===== src/rtl/axi4lite_pkg.sv =====
// Shared types for the AXI4-Lite slave front-end of the UART register bank.
// Optional feature macro used by this slice: AXI_RR_ARB_EN (round-robin
// read/write arbitration; fixed write priority when undefined).
package axi4lite_pkg;

  // AXI response codes this slave can produce (never DECERR/EXOKAY).
  typedef enum logic [1:0] {
    RESP_OKAY   = 2'b00,
    RESP_SLVERR = 2'b10
  } resp_t;

  // Controller sequencing states; one transaction in flight at a time.
  typedef enum logic [2:0] {
    IDLE       = 3'd0,
    WR_COLLECT = 3'd1,
    WR_EXEC    = 3'd2,
    WR_RESP    = 3'd3,
    RD_CAP     = 3'd4,
    RD_RESP    = 3'd5
  } ctrl_state_t;

  // Map an address range check onto the response code returned to the master.
  function automatic resp_t resp_for(input logic in_range);
    return in_range ? RESP_OKAY : RESP_SLVERR;
  endfunction

endpackage


===== src/rtl/axi4lite_rw_arbiter.sv =====
// Read/write grant logic for the AXI4-Lite slave controller.
// Macro AXI_RR_ARB_EN: when defined, a simultaneous read and write request
// is resolved round-robin (write wins the first tie after reset); when
// undefined, writes have fixed priority and the block is purely combinational.
module axi4lite_rw_arbiter (
`ifdef AXI_RR_ARB_EN
  input  logic clk,
  input  logic rst,
`endif
  input  logic grant_en,
  input  logic wr_req,
  input  logic rd_req,
  output logic grant_wr,
  output logic grant_rd
);

`ifdef AXI_RR_ARB_EN
  // 1 means the last grant went to the read side, so a write wins the next tie.
  logic last_rd_r;

  // Grant selection: alternate sides on a tie, otherwise serve the requester.
  always_comb begin
    grant_wr = 1'b0;
    grant_rd = 1'b0;
    if (grant_en) begin
      if (wr_req && rd_req) begin
        if (last_rd_r) begin
          grant_wr = 1'b1;
        end else begin
          grant_rd = 1'b1;
        end
      end else if (wr_req) begin
        grant_wr = 1'b1;
      end else if (rd_req) begin
        grant_rd = 1'b1;
      end else begin
        grant_wr = 1'b0;
        grant_rd = 1'b0;
      end
    end else begin
      grant_wr = 1'b0;
      grant_rd = 1'b0;
    end
  end

  // Round-robin pointer: remembers which side received the most recent grant.
  always_ff @(posedge clk) begin
    if (!rst) begin
      last_rd_r <= 1'b1;
    end else if (grant_wr) begin
      last_rd_r <= 1'b0;
    end else if (grant_rd) begin
      last_rd_r <= 1'b1;
    end else begin
      last_rd_r <= last_rd_r;
    end
  end
`else
  // Fixed write priority: a read is granted only when no write is requesting.
  always_comb begin
    grant_wr = 1'b0;
    grant_rd = 1'b0;
    if (grant_en) begin
      if (wr_req) begin
        grant_wr = 1'b1;
      end else if (rd_req) begin
        grant_rd = 1'b1;
      end else begin
        grant_wr = 1'b0;
        grant_rd = 1'b0;
      end
    end else begin
      grant_wr = 1'b0;
      grant_rd = 1'b0;
    end
  end
`endif

endmodule


===== src/rtl/axi4lite_slave_ctrl.sv =====
// AXI4-Lite slave front-end for the UART register bank: terminates AW/W/B
// and AR/R, arbitrates reads against writes, issues a single-cycle write
// strobe and a registered read capture on the bank's flat port.
// Macro AXI_RR_ARB_EN selects round-robin arbitration (see axi4lite_rw_arbiter).
module axi4lite_slave_ctrl
  import axi4lite_pkg::*;
#(
  parameter int ADDR_W   = 32,
  parameter int DATA_W   = 32,
  parameter int NUM_REGS = 2
) (
  input  logic                clk,
  input  logic                rst,
  input  logic [ADDR_W-1:0]   s_awaddr,
  input  logic                s_awvalid,
  output logic                s_awready,
  input  logic [DATA_W-1:0]   s_wdata,
  input  logic [DATA_W/8-1:0] s_wstrb,
  input  logic                s_wvalid,
  output logic                s_wready,
  output logic [1:0]          s_bresp,
  output logic                s_bvalid,
  input  logic                s_bready,
  input  logic [ADDR_W-1:0]   s_araddr,
  input  logic                s_arvalid,
  output logic                s_arready,
  output logic [DATA_W-1:0]   s_rdata,
  output logic [1:0]          s_rresp,
  output logic                s_rvalid,
  input  logic                s_rready,
  output logic                bank_wr_amba,
  output logic [ADDR_W-1:0]   bank_addr_wc,
  output logic [DATA_W/8-1:0] bank_strb,
  output logic [DATA_W-1:0]   bank_data_in,
  output logic [ADDR_W-1:0]   bank_addr_rc,
  input  logic [DATA_W-1:0]   bank_data_out
);

  localparam int STRB_W = DATA_W / 8;
  // Word count in the width of a word address, for the out-of-range compare.
  localparam logic [ADDR_W-3:0] NUM_WORDS = (ADDR_W-2)'(NUM_REGS);

  ctrl_state_t state_r;
  ctrl_state_t state_next_s;

  logic [ADDR_W-1:0] awaddr_r;
  logic [DATA_W-1:0] wdata_r;
  logic [STRB_W-1:0] wstrb_r;
  logic [ADDR_W-1:0] araddr_r;
  logic              aw_done_r;
  logic              w_done_r;
  logic              bank_wr_r;
  resp_t             bresp_r;
  logic              bvalid_r;
  logic [DATA_W-1:0] rdata_r;
  resp_t             rresp_r;
  logic              rvalid_r;

  logic awready_s;
  logic wready_s;
  logic arready_s;
  logic aw_hs_s;
  logic w_hs_s;
  logic ar_hs_s;
  logic grant_wr_s;
  logic grant_rd_s;
  logic wr_req_s;
  logic rd_req_s;

  // Values the write will execute with: this cycle's beat if it handshakes now.
  logic [ADDR_W-3:0] eff_aw_word_s;
  logic [STRB_W-1:0] eff_wstrb_s;
  logic              wr_in_range_s;
  logic              rd_in_range_s;

  assign wr_req_s = s_awvalid | s_wvalid;
  assign rd_req_s = s_arvalid;

  axi4lite_rw_arbiter u_arb (
`ifdef AXI_RR_ARB_EN
    .clk      (clk),
    .rst      (rst),
`endif
    .grant_en (state_r == IDLE),
    .wr_req   (wr_req_s),
    .rd_req   (rd_req_s),
    .grant_wr (grant_wr_s),
    .grant_rd (grant_rd_s)
  );

  // Readies are forced low while reset is asserted.
  assign s_awready = awready_s & rst;
  assign s_wready  = wready_s & rst;
  assign s_arready = arready_s & rst;

  assign aw_hs_s = s_awvalid & s_awready;
  assign w_hs_s  = s_wvalid & s_wready;
  assign ar_hs_s = s_arvalid & s_arready;

  assign eff_aw_word_s = aw_hs_s ? s_awaddr[ADDR_W-1:2] : awaddr_r[ADDR_W-1:2];
  assign eff_wstrb_s   = w_hs_s ? s_wstrb : wstrb_r;
  assign wr_in_range_s = (eff_aw_word_s < NUM_WORDS);
  assign rd_in_range_s = (araddr_r[ADDR_W-1:2] < NUM_WORDS);

  // Next-state and channel-ready decode for the transaction sequencer.
  always_comb begin
    state_next_s = state_r;
    awready_s    = 1'b0;
    wready_s     = 1'b0;
    arready_s    = 1'b0;
    case (state_r)
      IDLE: begin
        if (grant_wr_s) begin
          awready_s = 1'b1;
          wready_s  = 1'b1;
          if (aw_hs_s && w_hs_s) begin
            state_next_s = WR_EXEC;
          end else if (aw_hs_s || w_hs_s) begin
            state_next_s = WR_COLLECT;
          end else begin
            state_next_s = IDLE;
          end
        end else if (grant_rd_s) begin
          arready_s = 1'b1;
          if (ar_hs_s) begin
            state_next_s = RD_CAP;
          end else begin
            state_next_s = IDLE;
          end
        end else begin
          state_next_s = IDLE;
        end
      end
      WR_COLLECT: begin
        awready_s = ~aw_done_r;
        wready_s  = ~w_done_r;
        if ((aw_done_r || aw_hs_s) && (w_done_r || w_hs_s)) begin
          state_next_s = WR_EXEC;
        end else begin
          state_next_s = WR_COLLECT;
        end
      end
      WR_EXEC: begin
        state_next_s = WR_RESP;
      end
      WR_RESP: begin
        if (s_bready) begin
          state_next_s = IDLE;
        end else begin
          state_next_s = WR_RESP;
        end
      end
      RD_CAP: begin
        state_next_s = RD_RESP;
      end
      RD_RESP: begin
        if (s_rready) begin
          state_next_s = IDLE;
        end else begin
          state_next_s = RD_RESP;
        end
      end
      default: begin
        state_next_s = IDLE;
      end
    endcase
  end

  // State register, channel latches and registered AXI/bank outputs.
  always_ff @(posedge clk) begin
    if (!rst) begin
      state_r   <= IDLE;
      awaddr_r  <= {ADDR_W{1'b0}};
      wdata_r   <= {DATA_W{1'b0}};
      wstrb_r   <= {STRB_W{1'b0}};
      araddr_r  <= {ADDR_W{1'b0}};
      aw_done_r <= 1'b0;
      w_done_r  <= 1'b0;
      bank_wr_r <= 1'b0;
      bresp_r   <= RESP_OKAY;
      bvalid_r  <= 1'b0;
      rdata_r   <= {DATA_W{1'b0}};
      rresp_r   <= RESP_OKAY;
      rvalid_r  <= 1'b0;
    end else begin
      state_r <= state_next_s;

      // AW and W are captured independently; flags clear once the write executes.
      if (state_r == WR_EXEC) begin
        aw_done_r <= 1'b0;
        w_done_r  <= 1'b0;
      end else begin
        if (aw_hs_s) begin
          awaddr_r  <= s_awaddr;
          aw_done_r <= 1'b1;
        end
        if (w_hs_s) begin
          wdata_r  <= s_wdata;
          wstrb_r  <= s_wstrb;
          w_done_r <= 1'b1;
        end
      end

      // An all-zero strobe would be taken by the bank as a full-word write, so suppress it.
      bank_wr_r <= (state_next_s == WR_EXEC) && wr_in_range_s &&
                   (eff_wstrb_s != {STRB_W{1'b0}});
      if (state_next_s == WR_EXEC) begin
        bresp_r <= resp_for(wr_in_range_s);
      end
      bvalid_r <= (state_next_s == WR_RESP);

      if (ar_hs_s) begin
        araddr_r <= s_araddr;
      end
      if (state_r == RD_CAP) begin
        rdata_r <= rd_in_range_s ? bank_data_out : {DATA_W{1'b0}};
        rresp_r <= resp_for(rd_in_range_s);
      end
      rvalid_r <= (state_next_s == RD_RESP);
    end
  end

  assign s_bresp      = bresp_r;
  assign s_bvalid     = bvalid_r;
  assign s_rdata      = rdata_r;
  assign s_rresp      = rresp_r;
  assign s_rvalid     = rvalid_r;
  assign bank_wr_amba = bank_wr_r;
  assign bank_addr_wc = awaddr_r;
  assign bank_strb    = wstrb_r;
  assign bank_data_in = wdata_r;
  assign bank_addr_rc = araddr_r;

endmodule


===== config.mk =====
export PLATFORM = sky130hd
export DESIGN_NAME = axi4lite_slave_ctrl
export DESIGN_NICKNAME = d
export VERILOG_FILES = /design/src/rtl/axi4lite_pkg.sv /design/src/rtl/axi4lite_rw_arbiter.sv /design/src/rtl/axi4lite_slave_ctrl.sv
export SDC_FILE = /design/constraint.sdc
export NUM_CORES = 1
export LEC_CHECK = 0
export CORE_MARGIN = 1.5
export CORE_UTILIZATION = 25
export DETAILED_ROUTE_END_ITERATION = 16
export GPL_ROUTABILITY_DRIVEN = 0
export PLACE_DENSITY = 0.56
export SETUP_SLACK_MARGIN = 0.2
export SYNTH_ARGS = -nofsm -noshare
export SYNTH_HDL_FRONTEND = slang
export SYNTH_SLANG_ARGS = --single-unit

===== constraint.sdc =====
create_clock -name clk -period 5 [get_ports clk]
set_input_delay 0.5 -clock clk [delete_from_list [all_inputs] [get_ports clk]]
set_output_delay 0.5 -clock clk [all_outputs]
set_load 0.05 [all_outputs]

==> results.cfg <==
[outcome]
status = completed

[logic_synthesis]
synth_xor_area_frac = 0
synthFlopType = dfxtp_1
synth-edff-count = 0
syn_area_mm2 = 0.00525
yosysUniqueCellTypes = 38
yosysWarningCount = 0
syn_area_per_cell_um2 = 8.13
synth_top_family_by_area = simple AND/OR/NAND/NOR gates
synth_fa_ha_area_frac = 0.00238
synth_seq_cells = 142
synthMuxAreaShare = 0.00214
synthArstFlopShare = 0
synth_seq_area_share = 0.541
synth_cells = 646
synth-simple-area-share = 0.243
synth_compound_area_frac = 0.166

[worst_setup_path]
arrival_ns = 2.94
path_cells = clkdlybuf4s50_1, inv_4, nor3_1, nand4b_1, inv_1, buf_12
end_kind = output pin
crit_path_start_kind = input port
reg2reg_slack_ns = 2.16
critPathSlowestCell = inv_1
cp.required_ns = 4.50
critical_path.top_delay_family = buffers and inverters
criticalPathCategory = input port to output pin
cp_max_fo = 57
slowest_delay_ns = 0.84
critical_path_buf_inv_count = 4

[clock_tree]
cts_buffers = 17
cts_hold_buffers = 0
root_buffer = clkbuf_16
clock_sinks = 142
cts_tree = yes
post_cts_buffers = 0
cts_resized = 0
htreeDepth = 4
clockBufferDepth = 2
clk_latency_ns = 0.41
clk_pin_slew_ns = 0.06

[final_layout]
area_delta_synth_final_pct = 67.6
final_nets = 1046
final_cells = 1188
drive_gt1_frac = 0.0490
mostFrequentLayoutCells = clkdlybuf4s50_1 (277), nand2_1 (209), dfxtp_1 (142)
final_util = 0.431
final_common_cell = clkdlybuf4s50_1
antennaDiodeCount = 0

[global_route]
grt_pass1_vias = 4984
antenna_found_initial = 1
grt_max_degree = 85
grt_util_all_layers = 0.157
grt-ovfl-total = 0
grt_pass1_wl_um = 27300

[route]
final_antenna_net_count = 0
routed_wl_um = 17700
drtIter0Drc = 164
num_vias = 5364
routed.top_layer = met5
wl_met1_um = 8070
first_pass_iters = 4
wl_met3_um = 1330
viasPerCell = 4.52
wl_met2_um = 8060
drc = 0
wl_per_cell_um = 14.9

[timing]
setup_slack_ns = 1.56
hold_viol_final = 0
fin_skew_ns = 0.0105
fin_setup_tns_ns = 0
rsz0062_at_grt = no
post-route-min-period_ns = 3.44
maxSlewViolCount = 0
fin_crit_sh = 0.688
final-setup-viol-count = 0
fmax_mhz = 291
tightestPinTransition_ns = 1.12
relSlewSlack = 0.251

[power_and_ir_drop]
power.density_mw_per_mm2 = 353
ir_drop_mv = 0.210
p_leak_nw = 3.07

[die]
fp.dieW_um = 148
start_util = 0.257
pin_count = 281
coreArea_mm2 = 0.0204
placementRows = 52
dieArea_mm2 = 0.0219
dieHeight_um = 148

[run]
maxCapViolations = 0

[place]
dp.cells = 1157
dp_slack_ns = 1.49
io_buffers = 278
dp_hpwl_um = 12200

[worst_hold_path]
hold_path_class = flop to flop
## per-layer routing
layer / up-vias / global-route usage
li1: 2698 / -
met1: 2466 / 0.204
met2: 181 / 0.248
met3: 17 / 0.0494
met4: 2 / 0.0505
met5: - / 0
## worst min-delay path, cell delays in order (launching register included)
cell and delay [ns]:
dfxtp_1 0.31, nand2_1 0.05, a21oi_1 0.05
## registers in the layout (all words and copies together) (netlist names)
name	cells
aw_done_r	1
state_r	3
bank_addr_rc	32
bank_wr_amba	1
s_rresp	1
s_bvalid	1
bank_strb	4
s_rdata	32
bank_addr_wc	32
bank_data_in	32
w_done_r	1
s_rvalid	1
s_bresp	1
## where the power goes
group	leakage (nW)	internal [mW]	switching, mW	total, mW
combinational	1.65	0.252	0.377	0.629
sequential	1.15	1.19	0.0430	1.23
clock	0.266	0.738	0.512	1.25
total	3.07	2.18	0.932	3.11
## logic make-up (layout without fill, tap and decap cells)
logic type | count (synthesis) | in the layout
AOI/OAI and AO/OA | 152 | 152
and+or+nand+nor | 298 | 298
adders and majority gates | 1 | 1
DFF | 142 | 142
muxes | 1 | 1
other | 1 | 2
buffers and inverters | 51 | 322
## stage by stage
stage	area (µm²)	hold WS [ns]	total power, mW
after floorplan	5260	0.490	1.61
after global placement	8230	0.443	1.89
after detailed placement	8230	0.446	1.89
after CTS	8800	0.454	3.16
after global routing	8800	0.473	3.24
final	8800	0.452	3.11
## cells in the mapped netlist (all sizes together) (2+ instances only)
library cell | count | area [µm²]
a21oi | 105 | 526
a22oi | 32 | 240
and2 | 3 | 18.8
and4bb | 2 | 25.0
buf | 16 | 104
clkbuf | 30 | 113
dfxtp | 142 | 2840
inv | 4 | 15.0
nand2 | 209 | 785
nand4 | 5 | 31.3
nor2 | 41 | 154
nor2b | 5 | 31.3
nor3 | 6 | 41.3
nor4 | 20 | 125
o21ai | 5 | 25.0
o41ai | 2 | 17.5
## path summary, 6_finish.rpt
check,start,endpoint,depth (start not counted)
setup / recovery,rst,s_arready,6
hold / removal,bank_data_in[26],bank_data_in[26],2
setup reg to reg,state_r[2],s_rdata[26],7
hold reg to reg,bank_data_in[26],bank_data_in[26],2
## cell type report
type,count,area [µm²]
clock buffer,19,433
multi-input combinational,454,2180
timing repair buffer,286,2850
sequential,142,2840
tap,270,338
fill,2099,11600
inverter,5,21.3
clock inverter,12,139
(Power assumes the default switching activity.)
